<file path="config.mk">
export PLATFORM = sky130hd
export DESIGN_NAME = arcade_input_mapper
export DESIGN_NICKNAME = d
export VERILOG_FILES = /design/src/rtl/arcade_input_pkg.sv /design/src/rtl/input_pulse_stretch.sv /design/src/rtl/arcade_input_mapper.sv
export SDC_FILE = /design/constraint.sdc
export NUM_CORES = 1
export LEC_CHECK = 0
export CAP_MARGIN = 0
export CORE_ASPECT_RATIO = 1.5
export CORE_MARGIN = 1
export CORE_UTILIZATION = 35
export CTS_BUF_LIST = sky130_fd_sc_hd__clkbuf_2
export DETAILED_ROUTE_END_ITERATION = 10
export GPL_TIMING_DRIVEN = 0
export HOLD_SLACK_MARGIN = 0.03
export PLACE_DENSITY = 0.74
export RECOVER_POWER = 25
export SYNTH_ARGS = -nofsm -noshare
export SYNTH_HDL_FRONTEND = slang
export SYNTH_SLANG_ARGS = --single-unit
</file>
<file path="constraint.sdc">
create_clock -name clk_sys -period 5 [get_ports clk_sys]
set_input_delay 0.5 -clock clk_sys [delete_from_list [all_inputs] [get_ports clk_sys]]
set_output_delay 0.5 -clock clk_sys [all_outputs]
set_load 0.02 [all_outputs]
</file>
<file path="src/rtl/arcade_input_pkg.sv">
// Shared types, function codes and the PS/2 keymap for the arcade input front end.
package arcade_input_pkg;

    typedef struct packed {
        logic [8:0] code;
        logic       wild_ext;
        logic [1:0] player;
        logic [3:0] func;
    } key_entry_t;

    localparam logic [3:0] FN_UP    = 4'd0;
    localparam logic [3:0] FN_DOWN  = 4'd1;
    localparam logic [3:0] FN_LEFT  = 4'd2;
    localparam logic [3:0] FN_RIGHT = 4'd3;
    localparam logic [3:0] FN_BTN0  = 4'd4;
    localparam logic [3:0] FN_BTN1  = 4'd5;
    localparam logic [3:0] FN_BTN2  = 4'd6;
    localparam logic [3:0] FN_BTN3  = 4'd7;
    localparam logic [3:0] FN_BTN4  = 4'd8;
    localparam logic [3:0] FN_BTN5  = 4'd9;
    localparam logic [3:0] FN_START = 4'd10;
    localparam logic [3:0] FN_COIN  = 4'd11;

    localparam int unsigned NUM_FUNCS = 12;

    localparam logic [7:0] PS2_F0 = 8'hF0;
    localparam logic [7:0] PS2_E0 = 8'hE0;

    localparam int unsigned KEYMAP_LEN = 28;

    // Arrow keys arrive with or without the E0 prefix depending on NumLock, hence wild_ext.
    localparam key_entry_t KEYMAP [KEYMAP_LEN] = '{
        '{9'h075, 1'b1, 2'd0, FN_UP},    '{9'h072, 1'b1, 2'd0, FN_DOWN},
        '{9'h06B, 1'b1, 2'd0, FN_LEFT},  '{9'h074, 1'b1, 2'd0, FN_RIGHT},
        '{9'h029, 1'b0, 2'd0, FN_BTN0},  '{9'h011, 1'b0, 2'd0, FN_BTN1},
        '{9'h014, 1'b0, 2'd0, FN_BTN2},  '{9'h012, 1'b0, 2'd0, FN_BTN3},
        '{9'h01A, 1'b0, 2'd0, FN_BTN4},  '{9'h022, 1'b0, 2'd0, FN_BTN5},
        '{9'h005, 1'b0, 2'd0, FN_START}, '{9'h02E, 1'b0, 2'd0, FN_COIN},
        '{9'h02D, 1'b0, 2'd1, FN_UP},    '{9'h02B, 1'b0, 2'd1, FN_DOWN},
        '{9'h023, 1'b0, 2'd1, FN_LEFT},  '{9'h034, 1'b0, 2'd1, FN_RIGHT},
        '{9'h01C, 1'b0, 2'd1, FN_BTN0},  '{9'h01B, 1'b0, 2'd1, FN_BTN1},
        '{9'h015, 1'b0, 2'd1, FN_BTN2},  '{9'h01D, 1'b0, 2'd1, FN_BTN3},
        '{9'h024, 1'b0, 2'd1, FN_BTN4},  '{9'h02C, 1'b0, 2'd1, FN_BTN5},
        '{9'h006, 1'b0, 2'd1, FN_START}, '{9'h036, 1'b0, 2'd1, FN_COIN},
        '{9'h004, 1'b0, 2'd2, FN_START}, '{9'h03D, 1'b0, 2'd2, FN_COIN},
        '{9'h00C, 1'b0, 2'd3, FN_START}, '{9'h03E, 1'b0, 2'd3, FN_COIN}
    };

    function automatic logic key_match(input key_entry_t e, input logic [8:0] code);
        return (e.code[7:0] == code[7:0]) && (e.wild_ext || (e.code[8] == code[8]));
    endfunction

endpackage

</file>
<file path="src/rtl/input_pulse_stretch.sv">
// Rising-edge detector that stretches each accepted edge into a CYCLES-long pulse.
module input_pulse_stretch #(
    parameter int unsigned CYCLES = 1
) (
    input  logic clk_i,
    input  logic rst_i,
    input  logic level_i,
    output logic pulse_o
);

    localparam int unsigned CntW = (CYCLES > 1) ? $clog2(CYCLES) : 1;

    logic [CntW-1:0] cnt_q, cnt_d;
    logic            level_q;
    logic            pulse_q, pulse_d;

    always_comb begin
        cnt_d   = cnt_q;
        pulse_d = pulse_q;
        if (cnt_q == '0) begin
            if (level_i && !level_q) begin
                cnt_d   = CntW'(CYCLES - 1);
                pulse_d = 1'b1;
            end else begin
                pulse_d = 1'b0;
            end
        end else begin
            cnt_d = cnt_q - 1'b1;
        end
    end

    always_ff @(posedge clk_i or posedge rst_i) begin
        if (rst_i) begin
            cnt_q   <= '0;
            level_q <= 1'b0;
            pulse_q <= 1'b0;
        end else begin
            cnt_q   <= cnt_d;
            level_q <= level_i;
            pulse_q <= pulse_d;
        end
    end

    assign pulse_o = pulse_q;

endmodule

</file>
<file path="src/rtl/arcade_input_mapper.sv">
// Merges PS/2 key events and joysticks into per-player control vectors.
// Define INPUT_SOCD_EN to neutralise opposite directions after rotation.
module arcade_input_mapper
    import arcade_input_pkg::*;
#(
    parameter int unsigned NUM_PLAYERS       = 2,
    parameter int unsigned NUM_BUTTONS       = 2,
    parameter int unsigned COIN_PULSE_CYCLES = 4800000
) (
    input  logic                               clk_sys,
    input  logic                               reset,
    input  logic [65:0]                        ps2_key,
    input  logic [NUM_PLAYERS*16-1:0]          joystick,
    input  logic                               joy_merge,
    input  logic                               rotate,
    output logic [NUM_PLAYERS*4-1:0]           p_dir,
    output logic [NUM_PLAYERS*NUM_BUTTONS-1:0] p_btn,
    output logic [NUM_PLAYERS-1:0]             p_start,
    output logic [NUM_PLAYERS-1:0]             p_coin
);

    logic                                      arm_q, old_tog_q;
    logic [NUM_PLAYERS-1:0][NUM_FUNCS-1:0]     key_q, key_d;
    logic                                      pressed, ext, key_evt;
    logic [8:0]                                code;

    always_comb begin
        pressed = (ps2_key[15:8] != PS2_F0);
        ext     = pressed ? (ps2_key[15:8] == PS2_E0) : (ps2_key[23:16] == PS2_E0);
        code    = {ext, ps2_key[7:0]};
        // Multi-byte PRNSCR/PAUSE sequences populate the upper bytes and are dropped
        key_evt = arm_q && (ps2_key[64] != old_tog_q) && (ps2_key[63:24] == '0);
        key_d   = key_q;
        if (key_evt) begin
            for (int p = 0; p < int'(NUM_PLAYERS); p++) begin
                for (int f = 0; f < int'(NUM_FUNCS); f++) begin
                    for (int i = 0; i < int'(KEYMAP_LEN); i++) begin
                        if (int'(KEYMAP[i].player) == p && int'(KEYMAP[i].func) == f &&
                            key_match(KEYMAP[i], code)) begin
                            key_d[p][f] = pressed;
                        end
                    end
                end
            end
        end
    end

    logic [15:0]                               joy_or, jw;
    logic [3:0]                                dir;
    logic [NUM_PLAYERS-1:0][3:0]               dir_d, dir_q;
    logic [NUM_PLAYERS-1:0][NUM_BUTTONS-1:0]   btn_d, btn_q;
    logic [NUM_PLAYERS-1:0]                    start_d, start_q, coin_raw;
    logic                                      unused_bits;

    always_comb begin
        joy_or      = '0;
        jw          = '0;
        dir         = '0;
        dir_d       = '0;
        btn_d       = '0;
        start_d     = '0;
        coin_raw    = '0;
        unused_bits = ps2_key[65];
        for (int p = 0; p < int'(NUM_PLAYERS); p++) begin
            joy_or = joy_or | joystick[16*p +: 16];
        end
        for (int p = 0; p < int'(NUM_PLAYERS); p++) begin
            if (joy_merge) begin
                jw = (p == 0) ? joy_or : 16'h0000;
            end else begin
                jw = joystick[16*p +: 16];
            end
            dir = {key_q[p][FN_UP], key_q[p][FN_DOWN], key_q[p][FN_LEFT], key_q[p][FN_RIGHT]}
                | jw[3:0];
            // {up,down,left,right} <= {left,right,down,up}
            if (rotate) begin
                dir = {dir[1], dir[0], dir[2], dir[3]};
            end
`ifdef INPUT_SOCD_EN
            if (dir[3] && dir[2]) begin
                dir[3:2] = 2'b00;
            end
            if (dir[1] && dir[0]) begin
                dir[1:0] = 2'b00;
            end
`endif
            dir_d[p] = dir;
            for (int b = 0; b < int'(NUM_BUTTONS); b++) begin
                btn_d[p][b] = key_q[p][int'(FN_BTN0) + b] | jw[4 + b];
            end
            start_d[p]  = key_q[p][FN_START] | jw[4 + NUM_BUTTONS];
            coin_raw[p] = key_q[p][FN_COIN] | jw[5 + NUM_BUTTONS];
            unused_bits = unused_bits ^ (^jw) ^ (^key_q[p]);
        end
    end

    always_ff @(posedge clk_sys or posedge reset) begin
        if (reset) begin
            arm_q     <= 1'b0;
            old_tog_q <= 1'b0;
            key_q     <= '0;
            dir_q     <= '0;
            btn_q     <= '0;
            start_q   <= '0;
        end else begin
            arm_q     <= 1'b1;
            old_tog_q <= ps2_key[64];
            key_q     <= key_d;
            dir_q     <= dir_d;
            btn_q     <= btn_d;
            start_q   <= start_d;
        end
    end

    assign p_dir   = dir_q;
    assign p_btn   = btn_q;
    assign p_start = start_q;

    for (genvar p = 0; p < NUM_PLAYERS; p++) begin : g_coin
        input_pulse_stretch #(
            .CYCLES (COIN_PULSE_CYCLES)
        ) u_stretch (
            .clk_i   (clk_sys),
            .rst_i   (reset),
            .level_i (coin_raw[p]),
            .pulse_o (p_coin[p])
        );
    end

endmodule

</file>
# Word-level counts from Yosys, hierarchy flattened
# Cells that the tools add are included.
[totals]
ramBits = 0
rom_bits = 0
latch_bits = 0
inputBits = 102
out_inout_bits = 16
ff_bits = 82
n_memories = 0
[op_classes]
div_mod_pow = 0
mux = 11
n_bitwise = 12
eq_ne = 22
n_mul = 0
magnitude_cmp = 0
reduce_logical = 37
n_shift = 0
n_addsub = 2
[ops]
columns = ["op", "n"]
rows = [
  ["23-bit two-way mux", 4],
  ["6-bit by 8-bit equality test with 1-bit output (first input constant)", 7],
  ["23-bit zero test", 2],
  ["23-bit by 1-bit subtractor with 23-bit output (second input constant)", 2],
  ["40-bit zero test", 1],
  ["7-bit by 8-bit equality test with 1-bit output (first input constant)", 4],
  ["2-bit AND reduction", 16],
  ["5-bit by 8-bit equality test with 1-bit output (first input constant)", 3],
  ["3-bit by 8-bit equality test with 1-bit output (first input constant)", 2],
  ["8-bit equality test (second input constant)", 2],
  ["1-bit logical AND", 16],
  ["8-bit two-way mux", 2],
  ["4-bit two-way mux", 2],
  ["8-bit != test (second input constant)", 1],
  ["1-bit OR", 8],
  ["4-bit OR", 2],
  ["8-bit OR", 1],
  ["2-bit != test (second input constant)", 2],
  ["1-bit two-way mux", 3],
  ["1-bit zero test", 2],
  ["1-bit != test", 1],
  ["1-bit inverter", 1],
]

# Depth between registers and ports, before layout
[depth]
ltp_word = 6
depth_mapped = 7
depth_no_buf = 7

# Hierarchy
# A second synthesis with hierarchy kept.
[hier_totals]
cells_unflattened = 431
area_unflattened_um2 = 4357.9
[by_module_without_submodules]
columns = ["mod", "n_inst", "area_each_um2", "cells_per_inst"]
rows = [
  ["arcade_input_mapper", 1, 1667.8, 145],
  ["input_pulse_stretch (g_coin[0].u_stretch)", 1, 1421.4, 153],
  ["input_pulse_stretch (g_coin[1].u_stretch)", 1, 1268.7, 133],
]

# Least setup slack after synthesis
# OpenSTA, ideal clock, no wires.
[synth_path]
kind = "reg2reg"
startpoint = "reg g_coin[0].u_stretch.cnt_q[0]"
endpoint = "reg g_coin[0].u_stretch.cnt_q[17]"
period_less_slack_ns = 2.351
path_stages_with_launch = 7
setup_slack_ns = 2.649
n_path_buf = 1
required_time_ns = 4.921
arrival_ns = 2.272
cell_sequence = "dfrtp_1 or4_4 or4_4 or4_4 buf_6 nor4b_4 xor2_1"
[synth_between]
elab_chain_cells = 2
word_cells_on_any_way = 4
[synth_lines]
columns = ["item", "line", "rtl"]
rows = [
  ["start: declaration", "input_pulse_stretch.sv:13", "logic [CntW-1:0] cnt_q, cnt_d;"],
  ["start signal: assignment", "input_pulse_stretch.sv:38", "cnt_q <= cnt_d;"],
  ["23-bit by 1-bit subtractor with 23-bit output / 23-bit zero test (equally long branches)", "input_pulse_stretch.sv:28, input_pulse_stretch.sv:20", ""],
  ["23-bit two-way mux / 2-bit != test (equally long branches)", "n/a", ""],
]
# Parallel ways exist; a longest one is shown, timed or not.
# A chain may end at the register's enable or synchronous reset.

# Final worst setup path
[layout_path]
startpoint = "reg g_coin[0].u_stretch.cnt_q[7]"
endpoint = "reg g_coin[0].u_stretch.cnt_q[5]"
[layout_between]
elab_chain_cells = 2
word_cells_on_any_way = 3
[layout_lines]
columns = ["item", "line", "rtl"]
rows = [
  ["23-bit zero test *", "input_pulse_stretch.sv:20", "if (cnt_q == '0) begin"],
  ["2-bit != test (no line) / 23-bit two-way mux (equally long branches)", "n/a", ""],
]
# Every way passes the cells marked *; elsewhere a longest branch is shown, timed or not.

==> impl_metrics.yaml <==
outcome:
  status: "completed"
synth:
  synthesis.yosys.warnings: 0
  syn-cell-area_um2: 4190
  synth_edf_count: 0
  postSynthNetCount: 508
  postSynthAreaPerCell_um2: 10.4
  synth.distinct_cells: 51
  synthFlopType: "dfrtp_1"
  ys_seq_elements: 82
  seq_area_frac_synth: 0.490
  synth-async-reset-ratio: 1.00
  synth_cells: 402
power_and_ir_drop:
  vdd_ir_drop_max_v: 0.000114
  power_mw: 1.45
  pwr_density_cell_nw_per_um2: 262
  p_leak_nw: 2.29
timing:
  finalHoldViolations: 0
  min_period_ns: 2.69
  finalSetupTns_ns: 0
  slew_viol_final: 0
  rsz0062_at_grt: "false"
  relSlewSlack: 0.252
  fin_worst_skew_ns: 0.0135
  max_slew.worst_pin.slew_ns: 1.12
  max_freq_mhz: 372
  finalCritPeriodShare: 0.538
  setup_viol: 0
routing:
  viasPerCell: 5.37
  drt-total-wl_um: 10000
  route.vias.total: 3591
  drc: 0
  drtPass1Iterations: 4
  ant_nets: 0
  dr.first_iter.drc_count: 224
  wl_per_cell_um: 15.0
critical_path:
  crit_family: "simple AND/OR/NAND/NOR gates"
  cpMostUsedCell: "buf_2"
  cp_slowest_stage_delay_ns: 0.60
  crit_path_cell_trace: "or4_1 > or4b_1 > buf_2 > nor3_1 > buf_2 > o31ai_1"
  cp-start-kind: "flop"
  cp.arrival_ns: 3.11
  cp_num_buf_inv: 2
  crit_fanout: 10
  required_ns: 5.42
  worstSetupPathType: "reg -> reg"
  crit_path_top_delay_cell: "or4_1"
  crit_start: "g_coin[0].u_stretch.cnt_q[7]"
  crit-reg2reg-launch: "g_coin[0].u_stretch.cnt_q[7]"
  end_kind: "flop"
cts:
  cts_hold_buf: 0
  cts_max_level: 3
  cts-root-buf: "clkbuf_2"
  cts_setup_buffers: 0
  max-clock-path-buffers: 2
  cts_resized: 0
  clk_pin_slew_worst_paths_ns: 0.23
  clk_latency_ns: 0.52
  cts_buffers: 9
  cts_tree: "done"
  cts.sinks: 82
finish:
  drive_above_1_share: 0.0963
  finalNetCount: 620
  final_cells: 669
  layout_common_cells: "clkdlybuf4s50_1, dfrtp_1, nor2_1"
  layout_commonest_cell: "clkdlybuf4s50_1"
  fill_cells: 1056
  areaGrowthSynthToFinish_pct: 32.3
  antennaDiodeCount: 0
floorplan:
  row_count: 48
  die_h_um: 136
  initial_utilization: 0.362
  coreArea_um2: 11600
  die_x_um: 91.3
  ios: 118
  dieArea_um2: 12400
place:
  place.gp.congestion: 0.891
  placedCellCount: 653
  dpl.hpwl_um: 7810
  portBuffers: 100
worst_hold_path:
  hold_path_class: "reg -> reg"
  worstHoldStart: "key_q[17]"
global_route:
  grt_pass1_wl_um: 17300
  grt_max_degree: 60
  grt_usage: 0.174
  antenna_found_initial: 0
  first_global_vias: 3697
  grt_overflow: 0
run:
  drv_cap: 0
[where the power goes]
part           internal [mW]  total, mW  switching (mW)
registers              0.728      0.807          0.0789
clock network          0.166      0.397           0.231
logic                  0.139      0.246           0.108
total                   1.03       1.45           0.418
[cells by family after synthesis]
kind of cell / Yosys count / share of synthesized area
AOI/OAI and AO/OA: 57 / 0.0893
DFF: 82 / 0.490
xor gates and xnor gates: 19 / 0.0397
buffers and inverters: 22 / 0.0242
muxes: 37 / 0.0932
adders and majority gates: 4 / 0.0119
other: 1 / 0.000895
and+or+nand+nor: 180 / 0.251
[Yosys cell counts, types with 2 or more instances]
master | n | area share
mux2_2 | 16 | 0.043
ha_1 | 4 | 0.012
or3_1 | 6 | 0.0090
nor2_1 | 37 | 0.033
nand4_1 | 13 | 0.019
nand2b_1 | 6 | 0.0090
clkbuf_1 | 5 | 0.0045
a21o_1 | 3 | 0.0054
or4_1 | 3 | 0.0054
or4_4 | 3 | 0.0081
nand3b_1 | 2 | 0.0036
o31ai_1 | 8 | 0.014
o21ai_1 | 2 | 0.0024
nor4_1 | 31 | 0.046
a211o_1 | 3 | 0.0063
a21oi_1 | 9 | 0.011
xor2_1 | 16 | 0.033
nand2_1 | 18 | 0.016
nor3_1 | 21 | 0.025
buf_2 | 3 | 0.0036
o21ai_0 | 11 | 0.013
nor2b_1 | 4 | 0.0060
nor3b_1 | 3 | 0.0054
nor4b_1 | 3 | 0.0063
nand3_1 | 12 | 0.014
a31oi_1 | 4 | 0.0060
nand4b_1 | 6 | 0.013
o21bai_1 | 3 | 0.0054
inv_1 | 10 | 0.0090
a211oi_1 | 10 | 0.018
buf_4 | 2 | 0.0036
or2_2 | 2 | 0.0030
nor4_2 | 2 | 0.0060
dfrtp_1 | 82 | 0.49
xnor2_1 | 3 | 0.0063
mux2i_1 | 21 | 0.050
[area by class of cell]
cell class / instances / area, um2 / area share
flip-flops and latches: 82 / 2050 / 0.370
multi-input cells: 298 / 2040 / 0.367
repair buffers: 101 / 1030 / 0.186
well taps: 150 / 188 / 0.0339
clock inverters: 7 / 91.3 / 0.0165
plain buffers: 12 / 63.8 / 0.0115
clock buffers: 9 / 45.0 / 0.00812
inverters: 10 / 38.8 / 0.00700
[metrics by stage]
step	worst slack [ns]	util	area (um2)	hold slack, ns
final	2.31	0.478	5540	0.490
after global routing	2.20	0.478	5540	0.471
after CTS	2.30	0.478	5550	0.223
after detailed placement	1.80	0.467	5410	0.441
after global placement	1.20	0.464	5380	0.440
after floorplan	2.39	-	4190	0.422
[flip-flops by register name, indices dropped and copies added (netlist names)]
name and count:
g_coin.u_stretch.cnt_q 46, g_coin.u_stretch.level_q 2, p_dir 8, old_tog_q 1, arm_q 1, p_start 2, key_q 16, g_coin.u_stretch.pulse_o 2
p_btn 4
[metal layers]
layer,global-route usage,part of all wire,wire (um)
met4,0.0758,0.025,246
met3,0.0330,0.035,355
met2,0.316,0.55,5490
met5,0,0,0
met1,0.197,0.39,3940
[worst paths after layout]
kind	slack, ns	to	cells after the start
min	0.49	p_btn[3]	1
max in group asynchronous	3.62	g_coin[1].u_stretch.pulse_o	3
max	2.31	g_coin[0].u_stretch.cnt_q[5]	6
max reg2reg	2.31	g_coin[0].u_stretch.cnt_q[5]	6
min in group asynchronous	0.62	g_coin[0].u_stretch.cnt_q[17]	2
min reg2reg	0.49	p_btn[3]	1
[worst register-to-register path, stage by stage, from the launching register on]
cell and delay [ns]:
dfrtp_1 0.49, or4_1 0.60, or4b_1 0.49, buf_2 0.19, nor3_1 0.40, buf_2 0.32, o31ai_1 0.10
Note: power is estimated with default switching activity, not from simulation.
